`src/rtl/uart_tx_frame.sv`:
```
// UART transmit serializer: start bit, 8 data bits LSB first, optional parity, stop bit.
// Each bit is held for BAUD_DIV clocks, where BAUD_DIV = CLK_FREQ / BAUD_RATE.
module uart_tx_frame #(
  parameter int CLK_FREQ  = 50_000_000,
  parameter int BAUD_RATE = 115200,
  parameter int PARITY    = 0
) (
  input  logic       clk,
  input  logic       rst_n,
  input  logic       tx_req,
  input  logic [7:0] tx_data,
  output logic       tx_busy,
  output logic       tx_done,
  output logic       uart_txd
);

  localparam int BAUD_DIV = CLK_FREQ / BAUD_RATE;
  localparam int CNT_W    = (BAUD_DIV > 1) ? $clog2(BAUD_DIV) : 1;
  localparam logic [CNT_W-1:0] CNT_MAX = CNT_W'(BAUD_DIV - 1);
  localparam bit HAS_PARITY = (PARITY == 1) || (PARITY == 2);
  localparam bit ODD_PARITY = (PARITY == 1);

  typedef enum logic [2:0] {
    S_IDLE,
    S_START,
    S_DATA,
    S_PAR,
    S_STOP
  } state_t;

  state_t           state_reg;
  logic [CNT_W-1:0] cnt_reg;
  logic [2:0]       bit_idx_reg;
  logic [7:0]       shift_reg;
  logic             parity_reg;
  logic             bit_end;

  assign bit_end = (cnt_reg == CNT_MAX);

  always_ff @(posedge clk or negedge rst_n) begin
    if (!rst_n) begin
      state_reg   <= S_IDLE;
      cnt_reg     <= '0;
      bit_idx_reg <= '0;
      shift_reg   <= '0;
      parity_reg  <= 1'b0;
      tx_busy     <= 1'b0;
      tx_done     <= 1'b0;
      uart_txd    <= 1'b1;
    end else begin
      tx_done <= 1'b0;
      if (state_reg != S_IDLE) begin
        cnt_reg <= bit_end ? '0 : cnt_reg + 1'b1;
      end

      case (state_reg)
        S_IDLE: begin
          if (tx_req) begin
            shift_reg   <= tx_data;
            parity_reg  <= ODD_PARITY ? ~^tx_data : ^tx_data;
            cnt_reg     <= '0;
            bit_idx_reg <= '0;
            tx_busy     <= 1'b1;
            uart_txd    <= 1'b0;
            state_reg   <= S_START;
          end
        end

        // The shift register always presents the next data bit in bit 0.
        S_START: begin
          if (bit_end) begin
            bit_idx_reg <= '0;
            uart_txd    <= shift_reg[0];
            shift_reg   <= {1'b0, shift_reg[7:1]};
            state_reg   <= S_DATA;
          end
        end

        S_DATA: begin
          if (bit_end) begin
            if (bit_idx_reg == 3'd7) begin
              if (HAS_PARITY) begin
                uart_txd  <= parity_reg;
                state_reg <= S_PAR;
              end else begin
                uart_txd  <= 1'b1;
                state_reg <= S_STOP;
              end
            end else begin
              bit_idx_reg <= bit_idx_reg + 3'd1;
              uart_txd    <= shift_reg[0];
              shift_reg   <= {1'b0, shift_reg[7:1]};
            end
          end
        end

        S_PAR: begin
          if (bit_end) begin
            uart_txd  <= 1'b1;
            state_reg <= S_STOP;
          end
        end

        S_STOP: begin
          if (bit_end) begin
            tx_busy   <= 1'b0;
            tx_done   <= 1'b1;
            state_reg <= S_IDLE;
          end
        end

        default: begin
          uart_txd  <= 1'b1;
          tx_busy   <= 1'b0;
          state_reg <= S_IDLE;
        end
      endcase
    end
  end

endmodule

```
`config.mk`:
```
export PLATFORM = sky130hd
export DESIGN_NAME = uart_tx_frame
export DESIGN_NICKNAME = d
export VERILOG_FILES = /design/src/rtl/uart_tx_frame.sv
export SDC_FILE = /design/constraint.sdc
export NUM_CORES = 1
export LEC_CHECK = 0
export CORE_MARGIN = 3
export CORE_UTILIZATION = 50
export CTS_BUF_LIST = sky130_fd_sc_hd__clkbuf_16
export CTS_CLUSTER_SIZE = 40
export DETAILED_ROUTE_END_ITERATION = 8
export HOLD_SLACK_MARGIN = 0.15
export PLACE_DENSITY = 0.79
export SYNTH_ARGS = -nofsm -noshare
export SYNTH_HDL_FRONTEND = slang
export SYNTH_SLANG_ARGS = --single-unit
```
`constraint.sdc`:
```
create_clock -name clk -period 1.75 [get_ports clk]
set_input_delay 0.175 -clock clk [delete_from_list [all_inputs] [get_ports clk]]
set_output_delay 0.175 -clock clk [all_outputs]
set_load 0.05 [all_outputs]
```
==> run metrics <==
clock share of power=44.6%; antenna violations before repair=0; global route total overflow=0; max-slew violations=0; critical-path maximum fanout=5; Worst setup endpoint=shift_reg[6]; Die H=59.90 um; combinational share of power=3.4%; switching power share of the total=around a fifth; CP endpoint kind=register; nets=roughly 180; status=complete, but fails checks; final worst clock skew=0.007572 ns; Vias/cell=5.715; Pint=around 0.93 mW; max frequency=~0.56 GHz; fin crit share=101.2%; R2R Setup Slk=-0.02 ns; fin crit period=roughly 1.8 ns; Vias=~1100; layout cells sized above 1=~33%; count of input and output buffers=13; Hold WC Path Type=input port to async pin; number of I/O pins=14; violations in the final reports=negative setup slack; Remaining DRCs=0; Synthesized Nets=around 140; placed insts=between 150 and 200; first-pass GRT wire length=between 5000 and 6000 um; 1st-iter DRT viols=35; Slew @ Worst Pin=0.4958 ns; Rows=18; CTS buffer count=3; reg2reg end=shift_reg[6]; largest net degree at the start of global routing=27; final hold vios=0; Die ar.=about 0.0036 mm^2; TNS Setup=-0.07518 ns; CP Launch Point=bit_idx_reg[0]; final setup violation count=5; Worst setup SP type=register; Area growth syn-to-layout=27.73%; CTS Buffer Depth=2; worst-skew pair later-pin latency=about 0.27 ns; pwr dens=622.9 mW/mm^2; WP data required=1.90 ns; Largest register FFs=9; Starting Density=a little under three fifths; Leak=just over 0.8 nW; GRT Resource Usage Total=approximately a fifth; Filler cells=~180; DR pass1 iterations=4; Cells after Synth=between 100 and 150; R2R cell count=7; WL/cell=between 15 and 20 um; Flop pwr share=a little over half; Crit Reg-Reg Startpoint=bit_idx_reg[0]; CP arrival=1.92 ns; Cell Area, Synth=~0.0015 mm^2; CTS Hold Buffers Added=0; Slew HR=66.84%; synthesized flop and latch total=26; number of routed nets with antenna violations=0; CTS root buffer=clkbuf_16; CTS tree=yes; H-tree Lvls=1; count of clock tree sinks=26; Syn Area/Cell=11.26 um^2; Yosys cell types=40; Final WS setup=-0.02062 ns; Routed WL=3191 um; RSZ-0062 raised after global routing=yes; DPL Wire Length=~2200 um; diode count=0; Synth warnings=0; number of global-route vias before repair=1154; VDD IR max=907.9 uV; max-cap viol count=0; crit path kind=register to register; Non-Filler Instances=193; Worst-path clk slew=approximately 0.07 ns; Placer Congestion=about 0.84; core area=0.002613 mm^2; Seq/Total Area, Yosys=approximately 45%; die width=59.90 um; switching power=~0.23 mW
==> worst min path at each step <==
stage / slack, ns / to / from
floorplan: -0.12 / bit_idx_reg[0] / rst_n
global placement: 0.49 / shift_reg[7] / shift_reg[7]
detailed placement: 0.50 / shift_reg[3] / shift_reg[3]
CTS: 0.29 / cnt_reg[5] / rst_n
global route: 0.31 / cnt_reg[5] / rst_n
finish: 0.27 / cnt_reg[5] / rst_n
==> layout make-up <==
class                   count  area (um^2)  area share [%]
clock buffers               3        75.07           4.046
clock inverters             1        3.754          0.2023
inverters                   6        22.52           1.214
multi-input cells          94        770.7           41.54
flip-flops and latches     26        653.1           35.20
well taps                  30        37.54           2.023
repair buffers             33        292.8           15.78
==> cells by family (layout without fill, tap and decap cells) <==
kind of cell	count (synthesis)	after routing	synth area share [%]
and+or+nand+nor	37	37	14.73
AOI/OAI and AO/OA	32	33	15.94
DFF	26	26	44.88
muxes	17	17	14.82
buffers and inverters	10	43	4.393
adders and majority gates	4	4	3.445
xor gates and xnor gates	3	3	1.809
==> Yosys cell counts <==
master,instances,area share [%]
nand2b_1,3,1.3
mux2_4,7,7.2
o31ai_1,1,0.52
o311ai_2,1,1.1
a21oi_4,2,2.2
o22a_1,1,0.60
mux2_2,8,6.2
nor3_2,1,0.69
nor3_1,1,0.34
o32ai_1,1,0.60
nor2_1,6,1.6
a2bb2oi_1,1,0.60
nand4b_1,1,0.60
buf_6,1,0.78
o21ai_0,5,1.7
nand2_4,1,0.78
nand2_1,11,2.8
buf_12,1,1.4
a21o_1,1,0.52
a21oi_1,8,2.8
buf_2,2,0.69
dfstp_2,1,1.8
nor2_4,1,0.78
a41oi_1,1,0.60
o22ai_1,1,0.43
and4b_2,1,0.78
ha_1,4,3.4
a22o_1,1,0.60
dfrtp_1,25,43
o21ai_1,2,0.69
a31oi_1,4,1.7
nor4_1,3,1.3
xnor2_1,3,1.8
inv_1,6,1.6
o21a_1,1,0.52
mux2i_1,2,1.4
a32o_1,1,0.69
nand3_1,4,1.4
nor2b_1,3,1.3
and4bb_4,1,1.1
==> layer usage <==
| metal | up-vias | global-route usage, % | part of all wire, % |
|---|---|---|---|
| li1 | 544 | - | - |
| met2 | 25 | 32.25 | 49 |
| met3 | 4 | 4.320 | 4.5 |
| met1 | 530 | 26.23 | 46 |
| met4 | 0 | 3.797 | 1.0 |
| met5 | - | 0 | 0 |
==> cells in the final DEF (no fill, tap or decap), drive strengths merged, types with 2 or more instances in the layout <==
cell type and n:
dfrtp 25, buf 21, mux2 15, clkdlybuf4s50 12, nand2 12, a21oi 11
nor2 7, o21ai 7, inv 6, nand3 4, a31oi 4, ha 4
nand2b 3, nor4 3, xnor2 3, nor2b 3, clkbuf 3, mux2i 2
nor3 2
==> power groups by stage <==
stage	clock, mW	combinational, mW	sequential, mW
floorplan	0	0.00100	0.612
global placement	0	0.0397	0.612
detailed placement	0	0.0406	0.612
CTS	0.515	0.0411	0.601
global route	0.544	0.0439	0.600
finish	0.515	0.0397	0.601
==> worst max-delay path, cell delays in order (launching register included) <==
cell and delay [ns]:
dfrtp_1 0.39, ha_2 0.20, ha_4 0.16, o21ai_2 0.11
o311ai_2 0.13, a21oi_4 0.22, buf_6 0.15, mux2_4 0.29
==> stage by stage <==
stage | power (mW) | worst slack, ns | hold slack (ns) | instance area (um^2) | util [%]
after floorplan | 0.6134 | 0.009748 | -0.1206 | 1459 | -
after global placement | 0.6519 | -0.03285 | 0.4933 | 1725 | 66.04
after detailed placement | 0.6528 | -0.09022 | 0.4976 | 1725 | 66.04
after CTS | 1.157 | -0.03345 | 0.2950 | 1836 | 70.26
after global routing | 1.188 | -0.07608 | 0.3098 | 1856 | 71.02
final | 1.156 | -0.02062 | 0.2711 | 1856 | 71.02
==> repair_timing <==
item                                    in CTS  in global routing
hold endpoints to repair                     0                  0
gates resized for setup                      5                  3
pin swaps                                    2                  2
endpoints found under the setup margin       9                 14
gates cloned                                 0                  1
buffers inserted                             1                  0
No activity file was read; power rests on OpenSTA's default activity.
